[config.mk]
export PLATFORM = sky130hd
export DESIGN_NAME = adxl345_burst_reader
export DESIGN_NICKNAME = d
export VERILOG_FILES = /design/src/rtl/adxl345_burst_reader.sv
export SDC_FILE = /design/constraint.sdc
export NUM_CORES = 1
export LEC_CHECK = 0
export ABC_AREA = 1
export BUFFER_PORTS_ARGS = -buffer_cell sky130_fd_sc_hd__buf_2
export CAP_MARGIN = 25
export CORE_ASPECT_RATIO = 2
export CORE_MARGIN = 1
export CORE_UTILIZATION = 55
export CTS_BUF_LIST = sky130_fd_sc_hd__clkbuf_4 sky130_fd_sc_hd__clkbuf_8 sky130_fd_sc_hd__clkbuf_16
export CTS_CLUSTER_SIZE = 28
export DETAILED_ROUTE_END_ITERATION = 12
export GPL_TIMING_DRIVEN = 0
export PLACE_DENSITY_LB_ADDON = 0.25
export SLEW_MARGIN = 20
export SYNTH_ARGS = -nofsm -noshare
export SYNTH_HDL_FRONTEND = slang
export SYNTH_SLANG_ARGS = --single-unit
[constraint.sdc]
create_clock -name clk_i -period 2.2 [get_ports clk_i]
set_clock_uncertainty 0.1 [all_clocks]
set_input_delay 0.66 -clock clk_i [delete_from_list [all_inputs] [get_ports clk_i]]
set_output_delay 0.66 -clock clk_i [all_outputs]
set_load 0.005 [all_outputs]
[src/rtl/adxl345_burst_reader.sv]
// SPI mode-3 master for the ADXL345: one POWER_CTL write after reset, then
// periodic 6-byte burst reads of DATAX0..DATAZ1 presented as a strobed byte stream.
module adxl345_burst_reader #(
    parameter int         CLK_DIV    = 25,
    parameter int         SAMPLE_GAP = 50000,
    parameter logic [7:0] INIT_ADDR  = 8'h2D,
    parameter logic [7:0] INIT_DATA  = 8'h08
) (
    input  logic       clk_i,
    input  logic       rst_ni,
    input  logic       pause_i,
    input  logic       spi_miso_i,
    output logic       spi_cs_no,
    output logic       spi_sclk_o,
    output logic       spi_mosi_o,
    output logic [7:0] data_o,
    output logic       enable_o,
    output logic       frame_done_o,
    output logic       busy_o,
    output logic       init_done_o
);

    localparam int DIV_W = (CLK_DIV > 1) ? $clog2(CLK_DIV) : 1;
    localparam int GAP_W = (SAMPLE_GAP > 1) ? $clog2(SAMPLE_GAP) : 1;
    localparam logic [DIV_W-1:0] DIV_MAX = DIV_W'(CLK_DIV - 1);
    localparam logic [GAP_W-1:0] GAP_MAX = GAP_W'(SAMPLE_GAP - 1);

    // tick_cnt_reg values on the tick that ends each phase
    localparam logic [6:0] WR_CS_TICK   = 7'd32;   // 16 bits * 2 SCLK edges
    localparam logic [6:0] CMD_END_TICK = 7'd15;   // 8th rising edge of the command
    localparam logic [6:0] RD_CS_TICK   = 7'd112;  // 56 bits * 2 SCLK edges
    localparam logic [6:0] LAST_RISE    = 7'd112;  // tick_next of the 56th rising edge
    localparam logic [6:0] GAP_END_TICK = 7'd1;    // two ticks of CS-high time
    localparam logic [7:0] RD_CMD_BYTE  = 8'hF2;

    typedef enum logic [2:0] {
        INIT_WR,
        INIT_GAP,
        IDLE,
        RD_CMD,
        RD_DATA,
        HOLD
    } state_t;

    state_t           state_reg;
    logic [DIV_W-1:0] div_cnt_reg;
    logic [6:0]       tick_cnt_reg;
    logic [GAP_W-1:0] gap_cnt_reg;
    logic [15:0]      tx_shift_reg;
    logic [7:0]       rx_shift_reg;
    logic             cs_reg;
    logic             sclk_reg;
    logic             mosi_reg;
    logic [7:0]       data_reg;
    logic             enable_reg;
    logic             frame_done_reg;
    logic             busy_reg;
    logic             init_done_reg;
    logic             byte_pend_reg;
    logic             last_pend_reg;

    logic       tick;
    logic [6:0] tick_next;
    logic [6:0] cs_tick;
    logic       shifting;
    logic       byte_done;

    assign tick      = (div_cnt_reg == DIV_MAX);
    assign tick_next = tick_cnt_reg + 7'd1;
    assign cs_tick   = (state_reg == INIT_WR) ? WR_CS_TICK : RD_CS_TICK;
    // SCLK only toggles while CS is low and the CS-release tick has not come
    assign shifting  = !cs_reg && tick && (tick_cnt_reg != cs_tick);
    assign byte_done = shifting && !sclk_reg && (state_reg == RD_DATA)
                       && (tick_next[3:0] == 4'd0);

    always_ff @(posedge clk_i or negedge rst_ni) begin
        if (!rst_ni) begin
            state_reg      <= INIT_WR;
            div_cnt_reg    <= '0;
            tick_cnt_reg   <= '0;
            gap_cnt_reg    <= '0;
            tx_shift_reg   <= '0;
            rx_shift_reg   <= '0;
            cs_reg         <= 1'b1;
            sclk_reg       <= 1'b1;
            mosi_reg       <= 1'b0;
            data_reg       <= '0;
            enable_reg     <= 1'b0;
            frame_done_reg <= 1'b0;
            busy_reg       <= 1'b0;
            init_done_reg  <= 1'b0;
            byte_pend_reg  <= 1'b0;
            last_pend_reg  <= 1'b0;
        end else begin
            enable_reg     <= 1'b0;
            frame_done_reg <= 1'b0;
            div_cnt_reg    <= tick ? '0 : div_cnt_reg + DIV_W'(1);
            if (gap_cnt_reg != GAP_MAX) begin
                gap_cnt_reg <= gap_cnt_reg + GAP_W'(1);
            end

            // byte completed on the previous edge is published one clock later
            if (byte_pend_reg) begin
                data_reg       <= rx_shift_reg;
                enable_reg     <= 1'b1;
                frame_done_reg <= last_pend_reg;
                byte_pend_reg  <= 1'b0;
            end

            if (shifting) begin
                sclk_reg <= ~sclk_reg;
                if (sclk_reg) begin
                    mosi_reg     <= tx_shift_reg[15];
                    tx_shift_reg <= {tx_shift_reg[14:0], 1'b0};
                end else begin
                    rx_shift_reg <= {rx_shift_reg[6:0], spi_miso_i};
                end
            end
            if (byte_done) begin
                byte_pend_reg <= 1'b1;
                last_pend_reg <= (tick_next == LAST_RISE);
            end

            case (state_reg)
                INIT_WR: begin
                    if (cs_reg) begin
                        cs_reg       <= 1'b0;
                        busy_reg     <= 1'b1;
                        div_cnt_reg  <= '0;
                        tick_cnt_reg <= '0;
                        tx_shift_reg <= {2'b00, INIT_ADDR[5:0], INIT_DATA};
                    end else if (tick) begin
                        tick_cnt_reg <= tick_next;
                        if (tick_cnt_reg == WR_CS_TICK) begin
                            cs_reg       <= 1'b1;
                            mosi_reg     <= 1'b0;
                            tick_cnt_reg <= '0;
                            state_reg    <= INIT_GAP;
                        end
                    end
                end
                INIT_GAP: begin
                    if (tick) begin
                        tick_cnt_reg <= tick_next;
                        if (tick_cnt_reg == GAP_END_TICK) begin
                            busy_reg      <= 1'b0;
                            init_done_reg <= 1'b1;
                            gap_cnt_reg   <= GAP_MAX;  // first burst needs no gap
                            state_reg     <= IDLE;
                        end
                    end
                end
                IDLE: begin
                    if (gap_cnt_reg == GAP_MAX && !pause_i) begin
                        cs_reg       <= 1'b0;
                        busy_reg     <= 1'b1;
                        div_cnt_reg  <= '0;
                        tick_cnt_reg <= '0;
                        tx_shift_reg <= {RD_CMD_BYTE, 8'h00};
                        state_reg    <= RD_CMD;
                    end
                end
                RD_CMD: begin
                    if (tick) begin
                        tick_cnt_reg <= tick_next;
                        if (tick_cnt_reg == CMD_END_TICK) begin
                            state_reg <= RD_DATA;
                        end
                    end
                end
                RD_DATA: begin
                    if (tick) begin
                        tick_cnt_reg <= tick_next;
                        if (tick_cnt_reg == RD_CS_TICK) begin
                            cs_reg       <= 1'b1;
                            mosi_reg     <= 1'b0;
                            tick_cnt_reg <= '0;
                            gap_cnt_reg  <= '0;
                            state_reg    <= HOLD;
                        end
                    end
                end
                HOLD: begin
                    if (tick) begin
                        tick_cnt_reg <= tick_next;
                        if (tick_cnt_reg == GAP_END_TICK) begin
                            busy_reg  <= 1'b0;
                            state_reg <= IDLE;
                        end
                    end
                end
                default: state_reg <= INIT_WR;
            endcase
        end
    end

    assign spi_cs_no    = cs_reg;
    assign spi_sclk_o   = sclk_reg;
    assign spi_mosi_o   = mosi_reg;
    assign data_o       = data_reg;
    assign enable_o     = enable_reg;
    assign frame_done_o = frame_done_reg;
    assign busy_o       = busy_reg;
    assign init_done_o  = init_done_reg;

endmodule

==> impl_metrics.yaml, run 1 <==
run_status:
  outcome: "completed"
grt:
  grt_pass1_wl_um: 14000
  antenna_found_initial: 0
  grtUsageTotal_pct: 25.1
  grt_pass1_vias: 3219
  grt_max_degree: 45
  grt-ovfl-total: 0
logic_synthesis:
  avgSynthCellArea_um2: 7.86
  synth_warnings: 0
  synth_top_area_share_pct: 44.4
  synth_ff_type: "dfrtp_1"
  synth_most_common_cell: "nand2_1"
  syn_area_um2: 3950
  synthArstFlopShare_pct: 100
  synth_edf_count: 0
  synthTopCellsByCount: "nand2_1, inv_1, dfrtp_1"
  ys_seq_area_share_pct: 45.7
  post-synth-top-area-cell: "dfrtp_1"
  synthTopCellsByArea: "dfrtp_1, nand2_1, inv_1"
  ys_seq_elements: 72
  synth_cell_types: 34
  synthCells: 502
  synth_fp_nets: 512
worst_setup_path:
  rr_worst_depth: 10
  critPathRequiredTime_ns: 2.37
  rr_endpoint: "state_reg[2]$_DFFE_PN0P_"
  start_kind: "flop"
  critical-path-max-stage-delay_ns: 0.45
  arrival_ns: 2.12
  cp-end-kind: "flop"
  rrSetupSlack_ns: 0.25
  r2r_start: "tick_cnt_reg[0]$_DFFE_PN0P_"
  cp_common_cell: "nand2_1"
  path_cells: "inv_1 > ha_1 > nand2_1 > inv_1 > nand3_1 > o21ai_0 > nand2_1 > nor2_1 > nand3_1 > nand2_1"
  cp_slowest_cell: "dfrtp_1"
  critPathKind: "flop to flop"
  crit_path_max_fanout: 7
power:
  power_density_nw_per_um2: 627
  power_leakage_nw: 2.41
  max-vdd-ir-drop_v: 0.000522
clock_network:
  cts_hold_buf: 0
  cts_buffers: 9
  cts.clk_slew.worst_paths_ns: 0.06
  cts_tree: "built"
  clockBufferDepth: 2
  post_cts_buffers: 0
  clock-sinks: 72
  cts-htree-levels: 3
  cts_root_buffer: "clkbuf_16"
  postCtsResizedCells: 0
  clk_latency_ns: 0.34
floorplan:
  coreArea_um2: 6940
  ios: 19
  fp.dieH_um: 122
  start_util_pct: 56.9
  chipWidth_um: 61.9
  rows: 43
  die_area_um2: 7540
drt:
  wire_per_inst_um: 13.2
  drt_pass1_iterations: 4
  drtIter0Drc: 154
  wirelength_um: 8230
  vias_per_cell: 5.16
  drc: 0
  vias: 3225
  postRouteAntennaNets: 0
timing:
  rsz0062_at_grt: "no"
  finalWorstSetupSlack_ns: 0.251
  period_needed_ns: 1.95
  maxSlewViolCount: 0
  finalHoldViolCount: 0
  slew_headroom_pct: 70.9
  tightest_slew_ns: 0.436
  setup_viol: 0
  finalCritPeriodShare_pct: 88.6
  max_freq_ghz: 0.513
final_layout:
  fin_util_pct: 64.4
  n_antenna_cell: 0
  nNetsFinal: 542
  drive_gt1_share_pct: 16.3
  area_growth_pct: 13.3
  finalNonFillerCells: 625
placed_design:
  dp.cells: 611
  detailedPlace.worstSlack_ns: 0.282
  hpwlAfterDp_um: 6010
  routabilityCongestion: 0.877
  io_buffers: 18
flow_run:
  cap_violations: 0
worst_hold_path:
  min_path_type: "input port to asynchronous set/reset pin"
==> per-layer routing <==
metal | part of all wire [%] | GRT usage (%) | vias up
li1 | - | - | 1612
met1 | 39 | 27.5 | 1512
met2 | 54 | 42.5 | 70
met3 | 3.0 | 5.20 | 31
met4 | 3.8 | 14.7 | 0
met5 | 0 | 0 | -
==> final cells by class <==
class                   instances  area [um2]
fillers                       604        2470
clock inverters                 3        43.8
clock buffers                  11         246
flip-flops and latches         72        1800
plain buffers                   9        76.3
multi-input cells             335        1740
inverters                      86         323
well taps                      90         113
repair buffers                 19         120
==> metrics by stage <==
step / area (um2) / setup TNS (ns) / hold slack [ns] / power, W
6_report: 4470 / 0 / 0.146 / 0.00280
5_1_grt: 4470 / 0 / 0.175 / 0.00289
4_1_cts: 4470 / 0 / 0.146 / 0.00283
3_5_place_dp: 4180 / 0 / 0.264 / 0.00139
3_3_place_gp: 4150 / -1.53 / 0.257 / 0.00138
2_1_floorplan: 3950 / 0 / 0.252 / 0.00135
==> layout by cell type, fill, tap and decap left out, types with 9 or more instances in the layout <==
| cell | n |
|---|---|
| clkbuf_16 | 9 |
| inv_1 | 76 |
| buf_2 | 18 |
| nand4_1 | 17 |
| dfrtp_1 | 70 |
| o21ai_0 | 13 |
| xor2_1 | 12 |
| nor2_1 | 52 |
| a21oi_1 | 15 |
| nand2_2 | 13 |
| nand2_1 | 130 |
| nand3_1 | 34 |
==> worst max-delay path by stage <==
stage	depth (start not counted)	startpoint	end	slack [ns]
2_1_floorplan	13	div_cnt_reg[0]$_DFF_PN0_	tx_shift_reg[15]$_DFF_PN0_	0.52
3_3_place_gp	1	rst_ni	tx_shift_reg[8]$_DFF_PN0_	-0.03
3_5_place_dp	11	tick_cnt_reg[0]$_DFFE_PN0P_	gap_cnt_reg[4]$_DFF_PN0_	0.28
4_1_cts	10	tick_cnt_reg[0]$_DFFE_PN0P_	state_reg[2]$_DFFE_PN0P_	0.26
5_1_grt	10	tick_cnt_reg[0]$_DFFE_PN0P_	state_reg[1]$_DFFE_PN0P_	0.06
6_report	10	tick_cnt_reg[0]$_DFFE_PN0P_	state_reg[2]$_DFFE_PN0P_	0.25
==> report_power, final <==
part           switching (W)  internal (W)
clock network       0.000529      0.000908
registers        0.000000661       0.00133
logic              0.0000295    0.00000853
==> critical path, delay by kind of cell, from the launching register on <==
kind                     cells  cell delay, ns
AO/OA/AOI/OAI                1            0.32
adder cells (fa/ha/maj)      1            0.14
buffers and inverters        2            0.16
flip-flops                   1            0.45
AND/OR/NAND/NOR              6            0.71
==> cell families (layout without fill, tap and decap cells) <==
logic type               count (synthesis)  in the layout  synth area share (%)
XOR/XNOR                                16             16                  3.55
adder cells (fa/ha/maj)                  6              6                  1.90
flip-flops                              72             72                  45.7
multiplexers                             1              1                 0.285
AND/OR/NAND/NOR                        278            278                  33.6
AO/OA/AOI/OAI                           34             34                  4.79
buffers and inverters                   95            128                  10.1
(Power assumes the default switching activity.)
==> run 2: changes to the inputs <==
Settings changed: CTS_CLUSTER_DIAMETER set to 40.
Clock period 2.2 ns to 1.94 ns, I/O delays scaled along.
==> run 2 against run 1 <==
Against the previous run: clock power increased by 13%; sequential power increased by 14%; sequential share of layout area decreased by 1.1 points; wire length up 1.3%.
==> impl_metrics.yaml, run 2 (synthesis gave the netlist of run 1 again) <==
floorplan:
  ios: 19
  start_util_pct: 56.9
  fp.dieH_um: 122
  chipWidth_um: 61.9
  coreArea_um2: 6940
  rows: 43
  die_area_um2: 7540
worst_setup_path:
  critPathRequiredTime_ns: 2.05
  path_cells: "inv_1 > ha_1 > nand2_1 > nor2_2 > nand2_1 > nand2_1 > inv_1 > nor2_4 > nand2_2 > inv_4 > o21ai_1"
  cp_slowest_cell: "dfrtp_2"
  crit_path_max_fanout: 6
  cp-end-kind: "flop"
  arrival_ns: 1.94
  critical_path.top_delay_family: "simple AND/OR/NAND/NOR gates"
  cp_num_buf_inv: 3
  critical-path-max-stage-delay_ns: 0.44
  critPathKind: "flop to flop"
  start_kind: "flop"
  cp_common_cell: "nand2_1"
placed_design:
  routabilityCongestion: 0.877
  hpwlAfterDp_um: 6010
  io_buffers: 18
power:
  power_leakage_nw: 2.46
  finalPower_w: 0.00318
  power_density_nw_per_um2: 691
  p_switching_w: 0.000633
  p_comb_share_pct: 1.4
  swShare_pct: 19.9
  max-vdd-ir-drop_v: 0.000588
  seqPwrFrac_pct: 47.4
  power_frac_clock_pct: 51.3
  intPower_w: 0.00254
timing:
  whs_ns: 0.0666
  setup_viol: 0
  maxSlewViolCount: 0
  tightest_slew_ns: 0.434
  finalHoldViolCount: 0
  slew_headroom_pct: 71.1
  max_freq_ghz: 0.546
  period_needed_ns: 1.83
  rsz0062_at_grt: "no"
  finalCritPeriodShare_pct: 94.4
clock_network:
  clock-sinks: 72
  cts_root_buffer: "clkbuf_16"
  cts_tree: "built"
  cts_hold_buf: 0
  cts.clk_slew.worst_paths_ns: 0.06
  clk_latency_ns: 0.34
  cts-htree-levels: 3
  cts_buffers: 9
  clockBufferDepth: 2
grt:
  grt_pass1_wl_um: 14000
  grt_pass1_vias: 3219
  grt_max_degree: 45
  grt-ovfl-total: 0
  antenna_found_initial: 0
  grtUsageTotal_pct: 25.1
drt:
  wire_per_inst_um: 13.1
  vias: 3297
  wirelength_um: 8330
  vias_per_cell: 5.20
  postRouteAntennaNets: 0
  drc: 0
  drtIter0Drc: 156
  drt_pass1_iterations: 4
final_layout:
  n_antenna_cell: 0
  final_common_cell: "nand2_1"
  drive_gt1_share_pct: 19.1
  final_cell_mix: "nand2_1, inv_1, dfrtp_1"
  nNetsFinal: 551
  area_growth_pct: 16.5
worst_hold_path:
  min_path_type: "input port to asynchronous set/reset pin"
flow_run:
  cap_violations: 0
run_status:
  outcome: "completed"
==> run 2: cell types whose count changed in the layout (fill, tap and decap cells not counted), sizes merged <==
cell and delta:
buf +9, clkinv -1, inv +1
==> run 2: worst paths after layout <==
check | endpoint | depth (start not counted) | slack [ns] | from
worst max-delay path | gap_cnt_reg[2]$_DFF_PN0_ | 11 | 0.11 | tick_cnt_reg[0]$_DFFE_PN0P_
worst min-delay path | init_done_o$_DFFE_PN0P_ | 1 | 0.07 | rst_ni
worst max register to register | gap_cnt_reg[2]$_DFF_PN0_ | 11 | 0.11 | tick_cnt_reg[0]$_DFFE_PN0P_
worst min register to register | enable_o$_DFF_PN0_ | 0 | 0.27 | byte_pend_reg$_DFF_PN0_
max in group asynchronous | spi_sclk_o$_DFFE_PN1N_ | 2 | 1.06 | rst_ni
min in group clk_i | enable_o$_DFF_PN0_ | 0 | 0.27 | byte_pend_reg$_DFF_PN0_
==> run 2: layout make-up <==
type                    instances  area (um2)
inverters                      86         325
clock inverters                 3        43.8
well taps                      90         113
multi-input cells             335        1790
repair buffers                 28         188
fillers                       581        2340
plain buffers                   9        85.1
clock buffers                  11         246
flip-flops and latches         72        1810
==> run 2: per-stage QoR <==
stage | utilization [%] | instances | TNS, ns | cell area [um2] | setup WS, ns
detailed placement | 60.2 | 611 | 0 | 4180 | 0.0219
CTS | 64.4 | 625 | 0 | 4470 | 0.00192
floorplan | - | 502 | 0 | 3950 | 0.264
global placement | 59.8 | 610 | -14.27 | 4150 | -0.210
finish | 66.2 | 634 | 0 | 4600 | 0.109
global route | 66.2 | 634 | 0 | 4600 | 0.00885
==> run 2: timing repair <==
item                                    4_1_cts  5_1_grt
endpoints found under the hold margin         0        0
setup buffers                                 0        9
gates resized for setup                       0       17
endpoints found under the setup margin        0       37
==> run 2: power by group through the flow <==
stage	clock, W	sequential, W	combinational (W)
CTS	0.00166	0.00151	0.0000455
detailed placement	0	0.00153	0.0000455
floorplan	0	0.00153	0.00000374
global placement	0	0.00153	0.0000371
global route	0.00172	0.00150	0.0000510
finish	0.00163	0.00151	0.0000432
==> run 2: routing by layer <==
| metal | wire length, um | up-vias | GRT usage [%] | part of all wire (%) |
|---|---|---|---|---|
| met5 | 0 | - | 0 | 0 |
| met4 | 328 | 0 | 14.7 | 3.9 |
| met3 | 220 | 32 | 5.20 | 2.6 |
| met2 | 4540 | 73 | 42.5 | 54 |
| met1 | 3240 | 1556 | 27.5 | 39 |
| li1 | - | 1636 | - | - |
==> run 3: changes to the inputs <==
Settings changed: ABC_AREA 1 to unset.
==> run 3 against run 2 <==
Against the previous run: the flow now finishes with violations (negative setup slack); cell count fell by 23%; sequential share of layout area down 0.96 points; cell area is 2.6% higher; via count shrank 12%; flip-flop and latch count did not move; first-iteration DRC count is 24% lower; critical path depth is 4 lower; non-clock buffer count up 35; core utilization up 9.1 points; sequential power is 22% higher; combinational power grew to 19 times the previous value; die area fell by 9.7%; largest power group is now sequential cells.
==> impl_metrics.yaml, run 3 <==
final_layout:
  area_growth_pct: 32.6
  fill_cells: 404
  final_area_um2: 4710
  n_antenna_cell: 0
  final_cell_mix: "dfrtp_1, buf_4, nor2_1"
  nNetsFinal: 410
  drive_gt1_share_pct: 37.3
  final_common_cell: "dfrtp_1"
logic_synthesis:
  synth_cell_types: 53
  synth_fp_nets: 343
  ys_seq_elements: 72
  syn_area_um2: 3560
  synth_top_area_share_pct: 49.3
  synthCells: 333
  ys_seq_area_share_pct: 50.7
  synth_warnings: 0
  synth_edf_count: 0
  synth_ff_type: "dfrtp_1"
  synthTopCellsByCount: "dfrtp_1, nor2_1, nand2_1"
  avgSynthCellArea_um2: 10.7
  synthTopCellsByArea: "dfrtp_1, mux2_2, mux2i_1"
  post-synth-top-area-cell: "dfrtp_1"
  synthArstFlopShare_pct: 100
  synth_most_common_cell: "dfrtp_1"
timing:
  period_needed_ns: 2.10
  tightest_slew_ns: 0.519
  finalHoldViolCount: 0
  tns_ns: -3.97
  finalCritPeriodShare_pct: 108
  setup_viol: 50
  maxSlewViolCount: 0
  max_freq_ghz: 0.476
  rsz0062_at_grt: "yes"
  finalWorstSetupSlack_ns: -0.162
  slew_headroom_pct: 65.1
  whs_ns: 0.0366
drt:
  wire_per_inst_um: 18.4
  drc: 0
  vias_per_cell: 5.90
  vias: 2898
  wirelength_um: 9030
  drtIter0Drc: 118
  postRouteAntennaNets: 0
  drt_pass1_iterations: 4
power:
  max-vdd-ir-drop_v: 0.000885
  seqPwrFrac_pct: 41.9
  swShare_pct: 26.8
  power_leakage_nw: 2.07
  power_density_nw_per_um2: 930
  finalPower_w: 0.00439
  power_frac_clock_pct: 39.1
  intPower_w: 0.00321
  p_comb_share_pct: 19.0
  p_switching_w: 0.00118
grt:
  grt_max_degree: 53
  grt_pass1_wl_um: 13500
  grtUsageTotal_pct: 26.7
  antenna_found_initial: 0
  grt-ovfl-total: 0
  grt_pass1_vias: 2919
worst_setup_path:
  rr_endpoint: "tick_cnt_reg[6]$_DFFE_PN0P_"
  r2r_start: "state_reg[1]$_DFFE_PN0P_"
  crit_path_max_fanout: 6
  critPathKind: "flop to flop"
  rr_worst_depth: 7
  cp-end-kind: "flop"
  rrSetupSlack_ns: -0.16
  critPathRequiredTime_ns: 2.06
  start_kind: "flop"
  arrival_ns: 2.22
clock_network:
  cts_tree: "built"
  clock-sinks: 72
  cts_root_buffer: "clkbuf_16"
  cts_hold_buf: 0
  cts-htree-levels: 3
  cts_buffers: 9
  clk_latency_ns: 0.34
  clockBufferDepth: 2
  cts.clk_slew.worst_paths_ns: 0.06
floorplan:
  start_util_pct: 56.8
  coreArea_um2: 6260
  chipWidth_um: 58.9
  fp.dieH_um: 116
  die_area_um2: 6810
  rows: 41
  ios: 19
placed_design:
  hpwlAfterDp_um: 5290
  routabilityCongestion: 0.799
  placed_area_um2: 3850
  io_buffers: 18
  detailedPlace.worstSlack_ns: -0.526
worst_hold_path:
  min_path_type: "input port to asynchronous set/reset pin"
run_status:
  violations: "negative setup slack"
  outcome: "finished, violations left"
flow_run:
  cap_violations: 0
-- run 3: through the flow --
step	cells	utilization [%]
floorplan	333	-
global placement	437	61.1
detailed placement	438	61.6
CTS	474	71.5
global route	491	75.3
finish	491	75.3
-- run 3: how the worst max path moves through the flow --
stage	endpoint	slack, ns	start	cells after the start
after floorplan	last_pend_reg$_DFFE_PN0P_	-0.15	tick_cnt_reg[0]$_DFFE_PN0P_	7
after global placement	tick_cnt_reg[6]$_DFFE_PN0P_	-0.45	gap_cnt_reg[0]$_DFF_PN0_	6
after detailed placement	tick_cnt_reg[6]$_DFFE_PN0P_	-0.53	gap_cnt_reg[0]$_DFF_PN0_	6
after CTS	tick_cnt_reg[2]$_DFFE_PN0P_	-0.12	gap_cnt_reg[1]$_DFF_PN0_	7
after global routing	tick_cnt_reg[6]$_DFFE_PN0P_	-0.22	state_reg[1]$_DFFE_PN0P_	7
final	tick_cnt_reg[6]$_DFFE_PN0P_	-0.16	state_reg[1]$_DFFE_PN0P_	7
-- run 3: routing by layer --
layer  wire length, um  GRT usage, %  vias to the layer above
li1                  -             -                     1323
met5                 0             0                        -
met2              4860          46.8                       99
met1              3330          27.7                     1431
met4               531          18.6                        0
met3               312          5.25                       45
-- run 3: kinds of logic (layout without fill, tap and decap cells) --
logic type                 after synthesis  in the layout  share of synthesized area (%)
and+or+nand+nor                        121            121                           18.3
DFF                                     72             72                           50.7
AOI/OAI and AO/OA                       59             59                           10.7
muxes                                   34             34                           10.2
buffers and inverters                   24             96                           3.73
xor gates and xnor gates                17             17                           4.19
adders and majority gates                6              6                           2.11
-- run 3: power by group through the flow --
stage                     sequential (W)  clock, W  combinational [W]
after floorplan                  0.00182         0           0.000432
after global placement           0.00186         0           0.000545
after detailed placement         0.00187         0           0.000582
after CTS                        0.00183   0.00173           0.000763
after global routing             0.00185   0.00179           0.000919
final                            0.00184   0.00172           0.000834
-- run 3: timing repair --
action                                  CTS  global route
pin swaps                                14            21
hold endpoints to repair                  0             0
cloned                                    0             1
buffers inserted                         22            22
resized for setup                        35            29
endpoints found under the setup margin   60            59
-- run 3: layout make-up --
cell class	count	area, um2	share of cell area (%)
Clock buffer	12	260	5.52
Multi-Input combinational cell	237	1850	39.2
Timing Repair Buffer	60	477	10.1
Sequential cell	72	1810	38.3
Inverter	8	33.8	0.717
Clock inverter	4	51.3	1.09
Tap cell	86	108	2.28
Buffer	12	130	2.76
-- run 3: critical path, stage by stage (launching register included) --
cell	delay, ns
dfrtp_1	0.40
buf_6	0.15
clkinvlp_4	0.13
or3_1	0.43
a21oi_2	0.18
buf_4	0.16
o22ai_4	0.09
a221o_1	0.36
